### config.mk
export PLATFORM = sky130hd
export DESIGN_NAME = square1_frame_seq
export DESIGN_NICKNAME = d
export VERILOG_FILES = /design/src/rtl/square1_frame_seq.sv
export SDC_FILE = /design/constraint.sdc
export NUM_CORES = 1
export LEC_CHECK = 0
export ABC_AREA = 1
export ABC_CLOCK_PERIOD_IN_PS = 1850
export BUFFER_PORTS_ARGS = -buffer_cell sky130_fd_sc_hd__buf_2
export CAP_MARGIN = 20
export CORE_MARGIN = 2
export CORE_UTILIZATION = 55
export DETAILED_ROUTE_END_ITERATION = 6
export HOLD_SLACK_MARGIN = 0.03
export PLACE_DENSITY_LB_ADDON = 0.1
export SYNTH_ARGS = -nofsm -noshare
export SYNTH_HDL_FRONTEND = slang
export SYNTH_SLANG_ARGS = --single-unit
### constraint.sdc
create_clock -name clk -period 1.85 [get_ports clk]
set_clock_uncertainty 0.2 [all_clocks]
set_input_delay 0.37 -clock clk [delete_from_list [all_inputs] [get_ports clk]]
set_output_delay 0.37 -clock clk [all_outputs]
set_load 0.005 [all_outputs]
### src/rtl/square1_frame_seq.sv
// square1_frame_seq: pixel-clock frame sequencer with pause, reverse, speed divider and palette latch.
// Define SQUARE1_SEQ_STEP_EN to enable single-step (STEP_ARMED state, ctrl_i[2]).
module square1_frame_seq #(
   parameter int FRAME_W = 9,
   parameter int DIV_W   = 3
) (
   input  logic               clk,
   input  logic               rst_n,
   input  logic               vsync_i,
   input  logic [7:0]         ctrl_i,
   output logic [FRAME_W-1:0] frame_no,
   output logic [1:0]         palette_o,
   output logic               frame_tick,
   output logic [1:0]         state_o
);
`ifdef SQUARE1_SEQ_STEP_EN
   typedef enum logic [1:0] {RUN = 2'd0, PAUSE = 2'd1, STEP_ARMED = 2'd2} state_t;
`else
   typedef enum logic [1:0] {RUN = 2'd0, PAUSE = 2'd1} state_t;
`endif
   state_t state;
   logic [7:0] ctrl_m, ctrl_s;
   logic vs_d, frame_evt, pause, reverse, adv;
   logic [DIV_W-1:0] speed, div_cnt;
   assign frame_evt = vsync_i & ~vs_d;
   assign pause = ctrl_s[0];
   assign reverse = ctrl_s[1];
   assign speed = ctrl_s[DIV_W+2:3];
   assign state_o = state;
`ifdef SQUARE1_SEQ_STEP_EN
   logic step_d, step_rise;
   assign step_rise = ctrl_s[2] & ~step_d;
   assign adv = frame_evt & (((state == RUN) & ~pause & (div_cnt >= speed)) | (state == STEP_ARMED));
`else
   logic step_unused;
   assign step_unused = ctrl_s[2];
   assign adv = frame_evt & (state == RUN) & ~pause & (div_cnt >= speed);
`endif
   always_ff @(posedge clk or negedge rst_n)
      if (!rst_n) begin
         ctrl_m     <= '0;
         ctrl_s     <= '0;
         vs_d       <= 1'b1;
         state      <= RUN;
         div_cnt    <= '0;
         frame_no   <= '0;
         palette_o  <= '0;
         frame_tick <= 1'b0;
`ifdef SQUARE1_SEQ_STEP_EN
         step_d     <= 1'b1;
`endif
      end else begin
         ctrl_m     <= ctrl_i;
         ctrl_s     <= ctrl_m;
         vs_d       <= vsync_i;
`ifdef SQUARE1_SEQ_STEP_EN
         step_d     <= ctrl_s[2];
`endif
         frame_tick <= adv;
         if (adv) frame_no <= reverse ? frame_no - FRAME_W'(1) : frame_no + FRAME_W'(1);
         if (frame_evt) palette_o <= ctrl_s[7:6];
         case (state)
            RUN:
               if (frame_evt) begin
                  if (pause) state <= PAUSE;
                  else div_cnt <= (div_cnt >= speed) ? '0 : div_cnt + DIV_W'(1);
               end
            PAUSE:
               // frame_evt wins over a coincident step edge
               if (frame_evt) begin
                  if (!pause) begin
                     state   <= RUN;
                     div_cnt <= '0;
                  end
               end
`ifdef SQUARE1_SEQ_STEP_EN
               else if (step_rise) state <= STEP_ARMED;
            STEP_ARMED:
               if (frame_evt) begin
                  if (pause) state <= PAUSE;
                  else begin
                     state   <= RUN;
                     div_cnt <= '0;
                  end
               end
`endif
            default: state <= RUN;
         endcase
      end
endmodule

==> summary.md <==
| Metric | Value |
|---|---|
| Num CTS Buffers | 5 |
| Sw Ratio | approximately 37% |
| Worst Setup EP | frame_no[5] |
| Comb pwr share | between 40% and 50% |
| Worst Path Arrival | about 1900 ps |
| Power consumption | 2700 uW |
| CORE AREA | around 2500 sq um |
| Initial Util | 59.5% |
| DRC | 0 |
| CTS tree | built |
| Post-synthesis sequential area ratio | 51.8% |
| Avg WL per Cell | 13.2 um |
| CTS Buffer Depth | 2 |
| Die ar. | ~3200 sq um |
| Syn avg cell area | a little over 9 sq um |
| Num rows | 18 |
| P_sw | just over 1000 uW |
| RSZ-0062 raised after global routing | true |
| Worst-Skew Late Latency | ~330 ps |
| FF-to-FF path depth | 9 |
| Yosys cell types | 28 |
| Root buf cell | clkbuf_4 |
| Violated checks | negative setup slack |
| Iter 0 DRT Violations | 21 |
| Ys Warns | 0 |
| Commonest non-fill, non-tap cell in the layout | nand2_1 |
| Pwr per Cell Area | 1360 nW/um^2 |
| Pre-antenna DRT Iters | 4 |
| Normalized max-slew margin | roughly 55% |
| Total of max-cap violations | 0 |
| Initial antenna violation count | 0 |
| Finish-stage setup viols | 1 |
| Pint | approximately 1700 uW |
| Final weighted congestion in routability-driven placement | ~0.81 |
| DIE WIDTH | 56.2 um |
| CTS H-tree depth | 2 |
| Most frequent cells in the layout | nand2_1, dfrtp_1, buf_2 |
| First-pass GRT wire length | 4.96 mm |
| Post-route ant nets | 0 |
| Tot GR Track Use | between 20% and 30% |
| Worst reg-to-reg setup slack | -3 ps |
| Vias per inst | ~5.0 |
| Area after DPL | between 1500 and 2000 sq um |
| CTS clk-pin slew, worst paths | ~100 ps |
| Die Y | ~56 um |
| Final Hold Violating Endpoints | 0 |
| Hpwl dp | a little under 2 mm |
| CP max FO | 8 |
| Reg2reg start | ctrl_s[1] |
| Postcts setup bufs | 0 |
| Max VDD drop | between 0.001 and 0.0015 V |
| CP Launch Point | ctrl_s[1] |
| Worst Tran Pin Value | around 670 ps |
| Cell leakage power | 0.00104 uW |
| Fillers | about 170 |
| Layout area overhead | 31.9% |
| Clock Power Share | between 20 and 25% |
| Worst Setup Start Kind | flip-flop |
| Net count, final | 223 |
| Crit share post-route | 100% |
| Drt total wl | between 3 and 4 mm |
| Number of port buffers | 22 |
| Final Worst Setup Slack | -2.60 ps |
| Result of the run | complete, but fails checks |
| Largest net degree at the start of global routing | 32 |
| Reg-to-reg endpoint | frame_no[5] |
| Post-Syn Area | 1500 sq um |
| Antenna diode count | 0 |
| FF+latch count, synth | 31 |
| Slew Limit Fails | 0 |
| IO Count | 25 |
| Vias in the first global route | roughly 1200 |
| Detailed-route via count | around 1200 |
| Syn nets | about 180 |
| Sequential power share | 35.9% |
| Req. time, crit path | about 1900 ps |
| CP endpoint kind | flip-flop |
| Post-route cell area | about 2000 sq um |
| Kind of critical path | reg -> reg |
| Total grt overflow | 0 |
| Synth Instances | 161 |
| Clock net sink count | 31 |
| Fmax | roughly 0.54 GHz |
| Final worst path period need | between 1500 and 2000 ps |
| HP Class | reg -> reg |
| Layout cells sized above 1 | roughly a third |
==> synth_stat cells <==
| library cell | instances | area share (%) |
|---|---|---|
| a21oi_1 | 2 | 0.67 |
| nand2_4 | 1 | 0.75 |
| nand2_2 | 2 | 0.83 |
| dfrtp_1 | 30 | 50 |
| o21ai_2 | 1 | 0.58 |
| inv_1 | 20 | 5.0 |
| buf_6 | 1 | 0.75 |
| nor2_1 | 5 | 1.3 |
| xor2_1 | 2 | 1.2 |
| o31ai_1 | 1 | 0.50 |
| o21ai_1 | 2 | 0.67 |
| xnor2_1 | 3 | 1.8 |
| clkinv_2 | 1 | 0.33 |
| nand2_1 | 52 | 13 |
| dfstp_2 | 1 | 1.8 |
| or2_2 | 2 | 0.83 |
| buf_4 | 1 | 0.50 |
| fa_1 | 1 | 1.3 |
| ha_1 | 11 | 9.2 |
| nand3_2 | 1 | 0.67 |
| a21oi_2 | 1 | 0.58 |
| nor2_2 | 1 | 0.42 |
| inv_2 | 1 | 0.25 |
| xnor2_2 | 1 | 1.1 |
| o21ai_0 | 2 | 0.67 |
| nand3_1 | 11 | 3.7 |
| conb_1 | 1 | 0.25 |
| nand3b_1 | 3 | 1.5 |
==> power by group through the flow <==
stage / clock, uW / combinational, uW / sequential [uW]
finish: 550 / 1180 / 970
global route: 591 / 1310 / 993
CTS: 566 / 929 / 926
detailed placement: 0 / 906 / 938
global placement: 0 / 856 / 926
floorplan: 0 / 625 / 930
==> worst max-delay path: stages (launching register included) <==
cell and delay (ps):
dfrtp_4 600, buf_6 160, ha_4 260, nand2_4 40
nand2_4 80, nand3b_1 130, nand2_1 110, nand2_1 50
nand3_1 60, nand2_1 50
==> cells by family after synthesis <==
family,Yosys count,share of synthesized area [%]
AOI/OAI and AO/OA,9,3.67
and+or+nand+nor,78,22.9
xor gates and xnor gates,6,4.00
adders and majority gates,12,10.5
buffers and inverters,24,6.84
other,1,0.250
DFF,31,51.8
==> state kept, by name, indices dropped and copies added (netlist names) <==
| register | count |
|---|---|
| frame_no | 9 |
| ctrl_m | 7 |
| ctrl_s | 7 |
| div_cnt | 3 |
| palette_o | 2 |
| frame_tick | 1 |
| state_o | 1 |
| vs_d | 1 |
==> worst min-delay path by stage <==
stage / from / to / slack (ps) / cells after the start
2_1_floorplan: rst_n / ctrl_m[0] / -130 / 0
3_3_place_gp: ctrl_m[7] / ctrl_s[7] / 130 / 0
3_5_place_dp: ctrl_m[0] / ctrl_s[0] / 130 / 0
4_1_cts: ctrl_m[4] / ctrl_s[4] / 150 / 0
5_1_grt: ctrl_m[0] / ctrl_s[0] / 170 / 0
6_report: ctrl_m[4] / ctrl_s[4] / 140 / 0
==> layout make-up <==
| class | instances | area [sq um] | area share, % |
|---|---|---|---|
| clock inverters | 2 | 35.0 | 1.77 |
| well taps | 30 | 37.5 | 1.90 |
| repair buffers | 34 | 226 | 11.4 |
| clock buffers | 6 | 51.3 | 2.59 |
| inverters | 22 | 83.8 | 4.24 |
| multi-input cells | 106 | 764 | 38.6 |
| flip-flops and latches | 31 | 781 | 39.4 |
==> metal layers <==
layer  GRT usage [%]  part of all wire, %
met1            21.9                   41
met2            36.8                   53
met3            6.98                  4.1
met4            9.86                  1.9
met5               0                    0
==> metrics by stage <==
step	setup TNS, ps	worst slack (ps)	std cells	hold WS [ps]	util (%)
3_3_place_gp	0	66.3	214	133	65.5
6_report	-2.60	-2.60	231	145	78.5
5_1_grt	-119	-54.0	231	167	78.5
2_1_floorplan	0	148	161	-126	-
4_1_cts	0	8.39	231	148	72.5
3_5_place_dp	0	35.3	214	135	65.5
==> repair_timing <==
| action | 4_1_cts | 5_1_grt |
|---|---|---|
| endpoints found under the hold margin | 38 | 0 |
| hold buffers | 9 | 0 |
| resized for setup | 0 | 26 |
| endpoints found under the setup margin | 0 | 6 |
Power figures use the tool's default switching activity.
